==> src/rtl/simplez_ctrl.sv <==
// Simplez sequencer: fetch/decode/operand/writeback FSM driving the
// datapath microorders, plus halt/resume and an instruction counter.
module simplez_ctrl #(
    parameter int CNTW = 16
) (
    input  logic            clk,
    input  logic            rst,
    input  logic [2:0]      co,
    input  logic            z,
    input  logic            cont,
    output logic            lec,
    output logic            esc,
    output logic            era,
    output logic            incp,
    output logic            ecp,
    output logic            ccp,
    output logic            scp,
    output logic            eri,
    output logic            sri,
    output logic            eac,
    output logic            sac,
    output logic [1:0]      alu,
    output logic            stop,
    output logic [CNTW-1:0] ninstr
);

    typedef enum logic [2:0] {
        S_RST0,
        S_I0,
        S_I1,
        S_O0,
        S_O1,
        S_HALT
    } state_t;

    localparam logic [2:0] OP_ST  = 3'd0;
    localparam logic [2:0] OP_LD  = 3'd1;
    localparam logic [2:0] OP_ADD = 3'd2;
    localparam logic [2:0] OP_BR  = 3'd3;
    localparam logic [2:0] OP_BZ  = 3'd4;
    localparam logic [2:0] OP_CLR = 3'd5;
    localparam logic [2:0] OP_DEC = 3'd6;
    localparam logic [2:0] OP_HLT = 3'd7;

    localparam logic [1:0] ALU_PASS = 2'b00;
    localparam logic [1:0] ALU_ADD  = 2'b01;
    localparam logic [1:0] ALU_DEC  = 2'b10;
    localparam logic [1:0] ALU_ZERO = 2'b11;

    state_t state;
    state_t nxt;

    // The datapath registers update on the falling edge, so does the sequencer
    always_ff @(negedge clk) begin
        if (rst) begin
            state <= S_RST0;
        end else begin
            state <= nxt;
        end
    end

    // Leaving RST0 into I0 is not a completed instruction
    always_ff @(negedge clk) begin
        if (rst) begin
            ninstr <= '0;
        end else if (nxt == S_I0 && state != S_RST0) begin
            ninstr <= ninstr + CNTW'(1);
        end
    end

    always_comb begin
        nxt = state;
        unique case (state)
            S_RST0: nxt = S_I0;
            S_I0:   nxt = S_I1;
            S_I1: begin
                unique case (co)
                    OP_ST, OP_LD, OP_ADD: nxt = S_O0;
                    OP_HLT:               nxt = S_HALT;
                    default:              nxt = S_I0;
                endcase
            end
            S_O0:   nxt = S_O1;
            S_O1:   nxt = S_I0;
            S_HALT: nxt = cont ? S_I0 : S_HALT;
            default: nxt = S_RST0;
        endcase
    end

    always_comb begin
        lec  = 1'b0;
        esc  = 1'b0;
        era  = 1'b0;
        incp = 1'b0;
        ecp  = 1'b0;
        ccp  = 1'b0;
        scp  = 1'b0;
        eri  = 1'b0;
        sri  = 1'b0;
        eac  = 1'b0;
        sac  = 1'b0;
        alu  = ALU_PASS;
        stop = 1'b0;
        unique case (state)
            S_RST0: begin
                ccp = 1'b1;
                era = 1'b1;
                scp = 1'b1;
            end
            S_I0: begin
                lec  = 1'b1;
                eri  = 1'b1;
                incp = 1'b1;
            end
            S_I1: begin
                unique case (co)
                    OP_ST, OP_LD, OP_ADD: begin
                        sri = 1'b1;
                        era = 1'b1;
                    end
                    OP_BR: begin
                        sri = 1'b1;
                        era = 1'b1;
                        ecp = 1'b1;
                    end
                    OP_BZ: begin
                        era = 1'b1;
                        sri = z;
                        ecp = z;
                        scp = ~z;
                    end
                    OP_CLR: begin
                        eac = 1'b1;
                        alu = ALU_ZERO;
                        scp = 1'b1;
                        era = 1'b1;
                    end
                    OP_DEC: begin
                        eac = 1'b1;
                        alu = ALU_DEC;
                        scp = 1'b1;
                        era = 1'b1;
                    end
                    default: begin
                        scp = 1'b1;
                        era = 1'b1;
                    end
                endcase
            end
            S_O0: begin
                unique case (co)
                    OP_ST: begin
                        sac = 1'b1;
                        esc = 1'b1;
                    end
                    OP_LD: begin
                        lec = 1'b1;
                        eac = 1'b1;
                    end
                    OP_ADD: begin
                        lec = 1'b1;
                        eac = 1'b1;
                        alu = ALU_ADD;
                    end
                    default: ;
                endcase
            end
            S_O1: begin
                scp = 1'b1;
                era = 1'b1;
            end
            S_HALT: stop = 1'b1;
            default: ;
        endcase
    end

endmodule

==> config.mk <==
export PLATFORM = sky130hd
export DESIGN_NAME = simplez_ctrl
export DESIGN_NICKNAME = d
export VERILOG_FILES = /design/src/rtl/simplez_ctrl.sv
export SDC_FILE = /design/constraint.sdc
export NUM_CORES = 1
export LEC_CHECK = 0
export BUFFER_PORTS_ARGS = -buffer_cell sky130_fd_sc_hd__buf_4
export CORE_UTILIZATION = 35
export CTS_CLUSTER_SIZE = 20
export DETAILED_ROUTE_END_ITERATION = 6
export HOLD_SLACK_MARGIN = 0.02
export PLACE_DENSITY = 0.62
export SYNTH_ARGS = -nofsm -noshare
export SYNTH_HDL_FRONTEND = slang
export SYNTH_SLANG_ARGS = --single-unit
==> constraint.sdc <==
create_clock -name clk -period 2 [get_ports clk]
set_input_delay 0.4 -clock clk [delete_from_list [all_inputs] [get_ports clk]]
set_output_delay 0.4 -clock clk [all_outputs]
set_load 0.05 [all_outputs]
==> run_results.csv <==
group,metric,value,unit
placement,gp_congestion,0.7476,
routing,drt-initial-drc-count,123,
final_layout,nets,259,
synth,netlist_top_cells_count,"nor2_1, dfxtp_1, nor2b_1",
synth,synth-async-reset-ratio,0,%
status,violations,"setup timing",
synth,synth.distinct_cells,39,
placement,dp_slack,-0.8183,ns
synth,synthXorXnorAreaFrac,1.345,%
synth,synth-edff-count,0,
global_route,track_usage,22.01,%
timing,hold_ws,0.6056,ns
synth,synth_top_area_share,29.20,%
clock_network,cts_buffers,3,
floorplanning,core_area,0.003442,mm^2
synth,yosysTopAreaCell,"dfxtp_1",
clock_network,clock_latency,0.36,ns
power,cellPowerDensity,441.4,mW/mm^2
final_layout,design_area,0.002589,mm^2
floorplanning,initial_core_util,37.84,%
final_layout,n_antenna_cell,0,
setup_path,cp.arrival,2.43,ns
job,maxCapViolCount,0,
setup_path,critPathKind,"register to output port",
routing,viasPerCell,5.155,
power,total_power,1143,uW
synth,muxShareOfSynthArea,11.24,%
clock_network,cts_tree,"yes",
setup_path,cp_data_required_time,1.60,ns
worst_hold_path,hp-class,"register to register",
synth,syn_avg_cell_area,8.349,um^2
global_route,grt_pass1_vias,1579,
synth,synthesis.area,0.001302,mm^2
setup_path,rrSetupSlack,0.09,ns
timing,setup_ws,-0.8325,ns
final_layout,drive_gt1_share,63.20,%
clock_network,cts.sinks,19,
clock_network,htreeDepth,1,
floorplanning,rows,21,
floorplanning,die_h,63.01,um
routing,drt_pre_antenna_iters,4,
routing,drcViolationCount,0,
clock_network,cts_root_buf,"clkbuf_8",
timing,setup_viol,46,
placement,portBuffers,36,
routing,vias,1526,
synth,synth_compound_area_share,20.46,%
routing,wirelength,4363,um
final_layout,syn_to_final_growth,98.75,%
setup_path,start_kind,"register",
timing,finalMaxSlewViolations,0,
timing,hold_violations,0,
power,cellLeakagePower,0.001092,uW
global_route,antenna_found_initial,0,
setup_path,critPathMaxFanout,3,
clock_network,clkTransAtPathRegs,0.04,ns
synth,yosys.area_share.simple,30.16,%
synth,synth_top_family_by_area,"simple AND/OR/NAND/NOR gates",
placement,hpwl,2576,um
final_layout,utilization,75.21,%
synth,synth_cells,156,
global_route,grt_pass1_wl,6934,um
synth,synth_adder_area_share,0.9606,%
timing,rsz0062_at_grt,"yes",
synth,synth.top_cells.by_area,"dfxtp_1, mux2_2, nor2b_1",
global_route,grt_remaining_overflow,0,
synth,yosysMostFrequentCell,"nor2_1",
timing,fin_skew,0.03638,ns
setup_path,critPathCaptureType,"output port",
synth,synth_fp_nets,164,
floorplanning,fp.dieW,63.01,um
status,status,"complete, but fails checks",
floorplanning,dieArea,0.003970,mm^2
synth,seq_area_frac_synth,29.20,%
timing,worst_slew_margin_rel,58.21,%
placement,dpl_cell_area,0.001891,mm^2
synth,synthFlopType,"dfxtp_1",
clock_network,clk_path_buf_depth,2,
floorplanning,num_io_pins,37,
routing,antenna_left,0,
synth,ys_seq_elements,19,
routing,wl_per_cell,14.74,um
synth,ys_warn_count,0,
global_route,grt_max_degree,29,
timing,tightestPinTransition,0.6224,ns
power,irDropWorstVdd,0.0003162,V
## stage by stage
stage               TNS [ns]  std cells
floorplan             -17.28        156
global placement      -17.54        252
detailed placement    -18.33        252
CTS                   -19.10        290
global route          -20.72        296
finish                -19.08        296
## flip-flops by register name, summed over array words and instances (netlist names)
name    cells
ninstr     16
state       3
## placed cells by master (no fill, tap or decap), types with 2 or more instances in the layout
cell,Yosys,routed
dfxtp_4,0,8
and2_4,0,2
nand4_1,2,2
nor3b_4,1,2
a2111oi_4,2,2
nor3_4,0,2
xnor2_1,2,2
clkbuf_8,0,3
mux2_4,0,13
nor2b_1,13,11
nand3_2,0,2
a21oi_4,0,4
nor3_1,5,2
o211ai_1,3,3
dfxtp_2,0,11
nand3_1,7,5
a31oi_1,4,4
buf_6,0,24
o21ai_4,1,2
a21oi_1,10,2
buf_4,4,40
nand2_1,5,5
nor2b_4,0,2
and4_1,2,2
a211oi_2,0,5
buf_8,0,19
a21oi_2,0,4
inv_1,6,24
nor2_1,21,19
## path summary, 6_finish.rpt
kind             from   endpoint  cells past startpoint
max          state[2]        esc                      4
min          state[2]   state[1]                      2
max reg2reg  state[1]  ninstr[9]                      6
min reg2reg  state[2]   state[1]                      2
## worst max-delay path, stage by stage, from the launching register on
cell and delay [ns]:
dfxtp_2 0.31, nand2b_4 0.14, buf_6 0.12, nor4bb_4 0.32, buf_6 0.21
## layer usage
metal	wire length, um	GRT usage [%]	share of wire, %
met1	1850	25.64	42
met5	0	0	0
met2	2284	36.69	52
met3	213	6.752	4.9
met4	15	9.593	0.34
## where the power goes
group / switching (uW) / internal [uW]
clock network: 252 / 193
registers: 7.57 / 378
logic: 171 / 141
total: 431 / 712
## cell families after synthesis
group                      count (synthesis)
and+or+nand+nor                           70
AOI/OAI and AO/OA                         33
DFF                                       19
buffers and inverters                     18
muxes                                     13
xor gates and xnor gates                   2
adders and majority gates                  1
## area by class of cell
type,count,area (um^2)
multi-input cells,120,1111
clock inverters,20,80.08
inverters,5,18.77
repair buffers,83,855.8
clock buffers,3,41.29
well taps,46,57.56
fillers,237,853.3
flip-flops and latches,19,424.2
## timing repair
action,in CTS,in global routing
pin swaps,11,15
resized for setup,85,27
endpoints found under the setup margin,47,48
buffers inserted,15,7
hold buffers,0,0
cloned,1,0
(Power assumes the default switching activity.)
